### src/rtl/regfile_wb_arbiter_if.sv
// Bus bundle for the register-file writeback arbiter: two writeback sources,
// the issue-stage reservation port, and the registered write command plus scoreboard.
interface regfile_wb_arbiter_if #(
  parameter int NREG = 8,
  parameter int AW   = 3,
  parameter int DW   = 16
);
  // Handshakes: a transfer happens on a rising clk edge where valid && ready.
  // A requester holds valid and its payload steady until that edge; ready may
  // depend combinationally on valid but never the other way round.
  logic            a_valid;
  logic            a_ready;
  logic [AW-1:0]   a_addr;
  logic [DW-1:0]   a_data;
  logic            b_valid;
  logic            b_ready;
  logic [AW-1:0]   b_addr;
  logic [DW-1:0]   b_data;
  logic            rsv_valid;
  logic [AW-1:0]   rsv_addr;
  logic            rsv_ready;
  logic            wr_en;
  logic [AW-1:0]   wr_addr;
  logic [DW-1:0]   wr_data;
  logic [NREG-1:0] busy;
  logic            wb_err;
  logic            last_grant;

  modport master (
    output a_valid, a_addr, a_data,
    output b_valid, b_addr, b_data,
    output rsv_valid, rsv_addr,
    input  a_ready, b_ready, rsv_ready,
    input  wr_en, wr_addr, wr_data, busy, wb_err, last_grant
  );

  modport slave (
    input  a_valid, a_addr, a_data,
    input  b_valid, b_addr, b_data,
    input  rsv_valid, rsv_addr,
    output a_ready, b_ready, rsv_ready,
    output wr_en, wr_addr, wr_data, busy, wb_err, last_grant
  );
endinterface

### src/rtl/regfile_wb_arbiter.sv
// Round-robin arbiter sharing the register-file write port between the ALU (A)
// and load unit (B), with a busy scoreboard guarding destination reservations.
module regfile_wb_arbiter #(
  parameter int NREG = 8,
  parameter int AW   = 3,
  parameter int DW   = 16
) (
  input logic                clk,
  input logic                rst,
  regfile_wb_arbiter_if.slave bus
);
  localparam int NA = 1 << AW;

  // last_b is the round-robin pointer, exported as last_grant (1 = B granted last).
  logic            last_b;
  logic            wr_en_q;
  logic [AW-1:0]   wr_addr_q;
  logic [DW-1:0]   wr_data_q;
  logic [NREG-1:0] busy_q;
  logic            wb_err_q;

  logic            a_win;
  logic            b_win;
  logic            w_xfer;
  logic            w_legal;
  logic [AW-1:0]   w_addr;
  logic [DW-1:0]   w_data;
  logic            rsv_xfer;
  logic [NA-1:0]   busy_ext;
  logic [NA-1:0]   busy_nxt_ext;

  assign a_win  = bus.a_valid & (~bus.b_valid | last_b);
  assign b_win  = bus.b_valid & (~bus.a_valid | ~last_b);
  assign w_xfer = ~rst & (bus.a_valid | bus.b_valid);
  assign w_addr = a_win ? bus.a_addr : bus.b_addr;
  assign w_data = a_win ? bus.a_data : bus.b_data;
  assign w_legal = int'(w_addr) < NREG;

  // Scoreboard is widened to the full address space; bits at or above NREG
  // read as 0 and are discarded on update, so illegal addresses are ignored.
  always_comb begin
    busy_ext = '0;
    busy_ext[NREG-1:0] = busy_q;
  end

  assign rsv_xfer = bus.rsv_valid & ~rst & ~busy_ext[bus.rsv_addr];

  // Clear before set so a same-edge reservation of the written register wins.
  always_comb begin
    busy_nxt_ext = busy_ext;
    if (w_xfer) busy_nxt_ext[w_addr] = 1'b0;
    if (rsv_xfer) busy_nxt_ext[bus.rsv_addr] = 1'b1;
  end

  always_ff @(posedge clk) begin
    if (rst) begin
      last_b    <= 1'b1;
      wr_en_q   <= 1'b0;
      wr_addr_q <= '0;
      wr_data_q <= '0;
      busy_q    <= '0;
      wb_err_q  <= 1'b0;
    end else begin
      wr_en_q  <= w_xfer;
      wb_err_q <= w_xfer & w_legal & ~busy_ext[w_addr];
      busy_q   <= busy_nxt_ext[NREG-1:0];
      if (w_xfer) begin
        wr_addr_q <= w_addr;
        wr_data_q <= w_data;
        last_b    <= b_win;
      end
    end
  end

  assign bus.a_ready    = ~rst & a_win;
  assign bus.b_ready    = ~rst & b_win;
  assign bus.rsv_ready  = ~rst & ~busy_ext[bus.rsv_addr];
  assign bus.wr_en      = wr_en_q;
  assign bus.wr_addr    = wr_addr_q;
  assign bus.wr_data    = wr_data_q;
  assign bus.busy       = busy_q;
  assign bus.wb_err     = wb_err_q;
  assign bus.last_grant = last_b;
endmodule
### src/flat_wrapper.sv
// flat-port wrapper written by rule: the top's interface ports become plain ports
module regfile_wb_arbiter_flat 
#(
  parameter int NREG = 8,
  parameter int AW   = 3,
  parameter int DW   = 16
)
  (clk, rst, bus_a_valid, bus_a_addr, bus_a_data, bus_b_valid, bus_b_addr, bus_b_data, bus_rsv_valid, bus_rsv_addr, bus_a_ready, bus_b_ready, bus_rsv_ready, bus_wr_en, bus_wr_addr, bus_wr_data, bus_busy, bus_wb_err, bus_last_grant);
  regfile_wb_arbiter_if #(.NREG(NREG), .AW(AW), .DW(DW)) bus_i ();
  input logic clk;
  input logic rst;
  input wire logic [$bits(bus_i.a_valid)-1:0] bus_a_valid;
  input wire logic [$bits(bus_i.a_addr)-1:0] bus_a_addr;
  input wire logic [$bits(bus_i.a_data)-1:0] bus_a_data;
  input wire logic [$bits(bus_i.b_valid)-1:0] bus_b_valid;
  input wire logic [$bits(bus_i.b_addr)-1:0] bus_b_addr;
  input wire logic [$bits(bus_i.b_data)-1:0] bus_b_data;
  input wire logic [$bits(bus_i.rsv_valid)-1:0] bus_rsv_valid;
  input wire logic [$bits(bus_i.rsv_addr)-1:0] bus_rsv_addr;
  output wire logic [$bits(bus_i.a_ready)-1:0] bus_a_ready;
  output wire logic [$bits(bus_i.b_ready)-1:0] bus_b_ready;
  output wire logic [$bits(bus_i.rsv_ready)-1:0] bus_rsv_ready;
  output wire logic [$bits(bus_i.wr_en)-1:0] bus_wr_en;
  output wire logic [$bits(bus_i.wr_addr)-1:0] bus_wr_addr;
  output wire logic [$bits(bus_i.wr_data)-1:0] bus_wr_data;
  output wire logic [$bits(bus_i.busy)-1:0] bus_busy;
  output wire logic [$bits(bus_i.wb_err)-1:0] bus_wb_err;
  output wire logic [$bits(bus_i.last_grant)-1:0] bus_last_grant;
  assign bus_i.a_valid = bus_a_valid;
  assign bus_i.a_addr = bus_a_addr;
  assign bus_i.a_data = bus_a_data;
  assign bus_i.b_valid = bus_b_valid;
  assign bus_i.b_addr = bus_b_addr;
  assign bus_i.b_data = bus_b_data;
  assign bus_i.rsv_valid = bus_rsv_valid;
  assign bus_i.rsv_addr = bus_rsv_addr;
  assign bus_a_ready = bus_i.a_ready;
  assign bus_b_ready = bus_i.b_ready;
  assign bus_rsv_ready = bus_i.rsv_ready;
  assign bus_wr_en = bus_i.wr_en;
  assign bus_wr_addr = bus_i.wr_addr;
  assign bus_wr_data = bus_i.wr_data;
  assign bus_busy = bus_i.busy;
  assign bus_wb_err = bus_i.wb_err;
  assign bus_last_grant = bus_i.last_grant;
  regfile_wb_arbiter #(.NREG(NREG), .AW(AW), .DW(DW)) u_core (.clk(clk), .rst(rst), .bus(bus_i));
endmodule
### config.mk
export PLATFORM = sky130hd
export DESIGN_NAME = regfile_wb_arbiter_flat
export DESIGN_NICKNAME = d
export VERILOG_FILES = /design/src/rtl/regfile_wb_arbiter_if.sv /design/src/rtl/regfile_wb_arbiter.sv /design/src/flat_wrapper.sv
export SDC_FILE = /design/constraint.sdc
export NUM_CORES = 1
export LEC_CHECK = 0
export CAP_MARGIN = 15
export CORE_MARGIN = 3
export CORE_UTILIZATION = 35
export CTS_CLUSTER_SIZE = 14
export DETAILED_ROUTE_END_ITERATION = 10
export PLACE_DENSITY = 0.85
export SKIP_CTS_REPAIR_TIMING = 1
export SLEW_MARGIN = 20
export SYNTH_ARGS = -nofsm -noshare
export SYNTH_HDL_FRONTEND = slang
export SYNTH_SLANG_ARGS = --single-unit
### constraint.sdc
create_clock -name clk -period 1.4 [get_ports clk]
set_input_delay 0.28 -clock clk [delete_from_list [all_inputs] [get_ports clk]]
set_output_delay 0.28 -clock clk [all_outputs]
set_load 0.03 [all_outputs]
# --- Yosys cells after proc, flatten, opt, wreduce, memory -nomap -nowiden ---
# Cells that the tools add are included.
# Widths: inputs -> output; s select.
classes:
  add_sub_neg: 0
  n_mul: 0
  div: 0
  order_cmp: 4
  n_eq_ne: 0
  n_shift: 0
  n_mux: 12
  bitwise: 21
  reduce_logical: 2
ops:
  columns: ["op", "n"]
  rows:
  - ["$mux 16", 1]
  - ["$mux 8", 2]
  - ["$and 1x1->1", 9]
  - ["$and 8x8->8", 1]
  - ["$lt 3x4->1 const B", 2]
  - ["$not 8->8", 1]
  - ["$or 8x8->8", 1]
  - ["$bmux 1 s3", 2]
  - ["$demux 1 s3", 2]
  - ["$ge 3x1->1 const B", 2]
  - ["$not 1->1", 6]
  - ["$mux 1", 4]
  - ["$mux 3", 1]
  - ["$or 1x1->1", 3]
  - ["$logic_and 1x1->1", 2]
totals:
  regBits: 30
  latchBits: 0
  ram_bits: 0
  mem_bits_ro: 0
  input_bits: 46
  memories: 0

# --- Depth between registers and ports, before layout ---
depth:
  word_depth: 13
  mapped_depth: 6
  mapped_depth_nobuf: 5

# --- Least setup slack after synthesis ---
# No wires, ideal clock.
synth_path:
  kind: "register -> output"
  startpoint: "register u_core.last_b, in the netlist u_core.bus.last_grant"
  endpoint: "output bus_a_ready"
  t_arrival_ps: 1633
  required_time_ps: 1120
  path_slack_ps: -513
  stages_incl_launch_ff: 6
  path_buffers: 2
  cell_sequence: "dfxtp_1 > nand2b_2 > nand2_1 > buf_4 > buf_4 > nor2_1"
synth_via:
  elab_chain_cells: 3
synth_lines:
  columns: ["item", "line_no", "text"]
  rows:
  - ["start: declaration", "regfile_wb_arbiter.sv:15", "logic last_b;"]
  - ["start signal: assignment", "regfile_wb_arbiter.sv:70", "last_b <= b_win;"]
  - ["$or 1x1->1", "regfile_wb_arbiter.sv:32", "assign a_win = bus.a_valid & (~bus.b_valid | last_b);"]
  - ["$and 1x1->1", "regfile_wb_arbiter.sv:32", null]
  - ["$and 1x1->1", "regfile_wb_arbiter.sv:75", "assign bus.a_ready = ~rst & a_win;"]
  - ["end: declaration", "flat_wrapper.sv:20", "output wire logic [$bits(bus_i.a_ready)-1:0] bus_a_ready;"]
# No other way between the ends.

# --- Final worst setup path ---
layout_path:
  startpoint: "register u_core.busy_q[4], in the netlist u_core.bus.busy[4]"
  endpoint: "output bus_rsv_ready"
layout_via:
  elab_chain_cells: 4
layout_lines:
  columns: ["item", "line_no", "text"]
  rows:
  - ["start: declaration", "regfile_wb_arbiter.sv:19", "logic [NREG-1:0] busy_q;"]
  - ["start signal: assignment", "regfile_wb_arbiter.sv:66", "busy_q <= busy_nxt_ext[NREG-1:0];"]
  - ["$bmux 1 s3", "regfile_wb_arbiter.sv:77", "assign bus.rsv_ready = ~rst & ~busy_ext[bus.rsv_addr];"]
  - ["$mux 1 (not written as such)", "regfile_wb_arbiter.sv:77", null]
  - ["$not 1->1", "regfile_wb_arbiter.sv:77", null]
  - ["$and 1x1->1", "regfile_wb_arbiter.sv:77", null]
  - ["end: declaration", "flat_wrapper.sv:22", "output wire logic [$bits(bus_i.rsv_ready)-1:0] bus_rsv_ready;"]
# No other way between the ends. The select of a mux whose other input is x is not followed.

==> qor.csv <==
stage,metric,value,unit
status,status,"finished, violations left",
status,failing checks,negative setup slack,
global_route,met2 Use GR,0.331,
global_route,antenna violations before repair,0,
layout,antenna fix cells,0,
floorplanning,# rows,23,
clock_network,CTS tree,yes,
routing,drt total wl,5700,microns
logic_synthesis,Syn Std Cell Area,1490,sq um
logic_synthesis,number of synthesized flops with an enable pin,0,
logic_synthesis,post-synthesis sequential area ratio,0.404,
worst_setup_path,r2r startpoint,u_core.bus.last_grant,
min_path,worst hold path type,flop to flop,
timing,Final Setup Violations,12,
clock_network,root buf cell,clkbuf_8,
logic_synthesis,Synth top cells by count,"dfxtp_1, nand2_1, o21ai_0",
routing,Residual DRC,0,
logic_synthesis,Syn Area/Cell,8.80,sq um
placement,DP Area,2630,sq um
timing,Setup TNS Final,-1.95,ns
timing,Final Cycle Share,1.29,
timing,Max Freq,552,MHz
min_path,hold depth,2,
logic_synthesis,Synth top area share,0.404,
global_route,met3 Use GR,0.0426,
clock_network,Max Root-Sink Buffers,2,
logic_synthesis,Area contributors post-synth,"dfxtp_1, mux2i_1, o21ai_0",
layout,Layout Nets,347,
timing,worst rel slew slack,0.752,
logic_synthesis,Mapped Cells,169,
placement,dpl cells,330,
global_route,Tot GR Track Use,0.200,
worst_setup_path,critical path class,flop to primary output,
min_path,WHS Endpoint,u_core.bus.wr_data[11],
logic_synthesis,most area-hungry cell type in the Yosys netlist,dfxtp_1,
logic_synthesis,#FFs+latches synth,30,
clock_network,CTS H-Tree Depth,2,
timing,fin crit period,1.81,ns
routing,post-route ant nets,0,
floorplanning,die area,5070,sq um
routing,vias per inst,5.15,
routing,DR pass1 iterations,4,
worst_setup_path,Critical Path End Type,primary output,
routing,via count,1814,
layout,fraction of layout cells with a size suffix above 1,0.368,
placement,IO Port Bufs,78,
logic_synthesis,Yosys warnings,0,
worst_setup_path,CP Data Arrival Time,1.53,ns
clock_network,clock latency on the worst-skew pair,0.28,ns
global_route,first-pass GRT wire length,8050,microns
floorplanning,die width,71.2,microns
clock_network,Num CTS Buffers,5,
logic_synthesis,"count leader, synth",dfxtp_1,
worst_setup_path,Worst Path Max Fanout,2,
layout,synthesis-to-layout area growth,110,%
routing,DRT iter0 DRCs,77,
timing,RSZ-0062 raised after global routing,true,
logic_synthesis,post-synth cell types,38,
global_route,largest net degree at the start of global routing,14,
placement,dpl ws,-0.766,ns
run,Max-Cap Viols,0,
placement,GP Congestion,0.834,
timing,fin. max-slew vios,0,
layout,"Core Util, Final",0.771,
logic_synthesis,Synth Flop Type,dfxtp_1,
layout,"non-filler cells, final",352,
worst_setup_path,Reg2Reg Setup Slack,-0.19,ns
layout,final instance area,3130,sq um
worst_setup_path,CP startpoint kind,flop,
logic_synthesis,async set or reset register ratio after synthesis,0,
floorplanning,Ports,79,
worst_setup_path,Worst Path Required,1.12,ns
global_route,grt peak-use layer,met2,
timing,final hold violations,0,
floorplanning,Initial Utilization,0.367,
pwr,Lkg Pwr,1.72,nW
clock_network,"CTS clk-pin slew, worst paths",0.06,ns
floorplanning,height of the die,71.2,microns
pwr,Max IR drop VDD,0.620,mV
global_route,GRT overflow,0,
global_route,vias in the first global route,1780,
timing,final worst slack,-0.413,ns
placement,dpl hpwl,3930,microns
global_route,GRT met1 Usage,0.241,
timing,Slew @ Worst Pin,0.371,ns
floorplanning,Placeable Area,4060,sq um
worst_setup_path,worst reg2reg path depth,7,
clock_network,TritonCTS Sinks,30,
layout,Layout fillers,279,
worst_setup_path,worst flop-to-flop path endpoint,u_core.bus.busy[6],
logic_synthesis,syn_nets,215,
pwr,pwr/cell area,802,nW/um^2
routing,WL/cell,16.2,microns
timing,Post-Route Skew,0.00492,ns
min_path,hold wc startpoint,u_core.bus.wr_data[11],
[critical path, stage by stage (launching register included)]
cell	delay, ns
dfxtp_4	0.35
mux2i_1	0.13
o21ai_1	0.12
a221o_1	0.42
nor2_4	0.10
buf_6	0.13
[power by group]
group,internal [mW],switching (mW)
clock,0.396,0.321
combinational,0.453,0.399
sequential,0.911,0.0293
[how the worst max path moves through the flow]
stage,startpoint,to,slack [ns],cells past startpoint
6_report,u_core.bus.busy[4],bus_rsv_ready,-0.41,5
5_1_grt,u_core.bus.busy[4],bus_rsv_ready,-0.47,5
4_1_cts,bus_rsv_addr[2],bus_rsv_ready,-0.76,6
3_5_place_dp,bus_rsv_addr[2],bus_rsv_ready,-0.77,6
3_3_place_gp,bus_rsv_addr[2],bus_rsv_ready,-0.69,6
2_1_floorplan,bus_rsv_addr[2],bus_rsv_ready,-0.07,4
[layout make-up]
cell class	instances	area [sq um]	share of cell area
Timing Repair Buffer	133	1340	0.429
Multi-Input combinational cell	125	997	0.319
Clock buffer	7	86.3	0.0276
Tap cell	50	62.6	0.0200
Clock inverter	1	5.00	0.00160
Sequential cell	30	613	0.196
Inverter	6	22.5	0.00720
[sequential cells by signal, indices dropped and copies added, names as in the netlist]
| signal | flops |
|---|---|
| u_core.bus.last_grant | 1 |
| u_core.bus.wr_addr | 3 |
| u_core.bus.wr_data | 16 |
| u_core.bus.wr_en | 1 |
| u_core.bus.wb_err | 1 |
| u_core.bus.busy | 8 |
[kinds of logic after synthesis]
| group | Yosys count | share of synthesized area |
|---|---|---|
| AND/OR/NAND/NOR | 54 | 0.177 |
| AO/OA/AOI/OAI | 48 | 0.203 |
| flip-flops | 30 | 0.404 |
| multiplexers | 23 | 0.172 |
| buffers and inverters | 14 | 0.0437 |
[metal layers]
metal	vias to the layer above	part of all wire
met1	849	0.39
met5	-	0
li1	873	-
met4	0	0.024
met2	77	0.53
met3	15	0.065
[per-stage QoR]
stage	power [mW]	hold slack, ns
after floorplan	1.29	0.427
after global placement	1.66	0.434
after detailed placement	1.68	0.441
after CTS	2.39	0.456
after global routing	2.61	0.468
final	2.51	0.445
[layout by cell type (no fill, tap or decap), types with 2 or more instances in the layout]
cell type,instances
nor2_1,2
mux4_2,2
nor3b_1,2
dlymetal6s2s_1,32
dfxtp_1,24
o31ai_2,3
clkdlybuf4s50_1,38
buf_6,12
inv_1,6
nand2_1,23
nand3_2,3
a21oi_1,6
a21oi_2,2
a32o_1,3
nor3_2,2
mux2i_4,2
buf_12,2
buf_4,48
nor2b_1,2
clkbuf_8,6
mux2i_1,18
o21ai_0,13
nor2_4,4
o21ai_2,3
dfxtp_2,4
o21ai_1,6
dfxtp_4,2
nand3_1,6
Note: power is estimated with default switching activity, not from simulation.
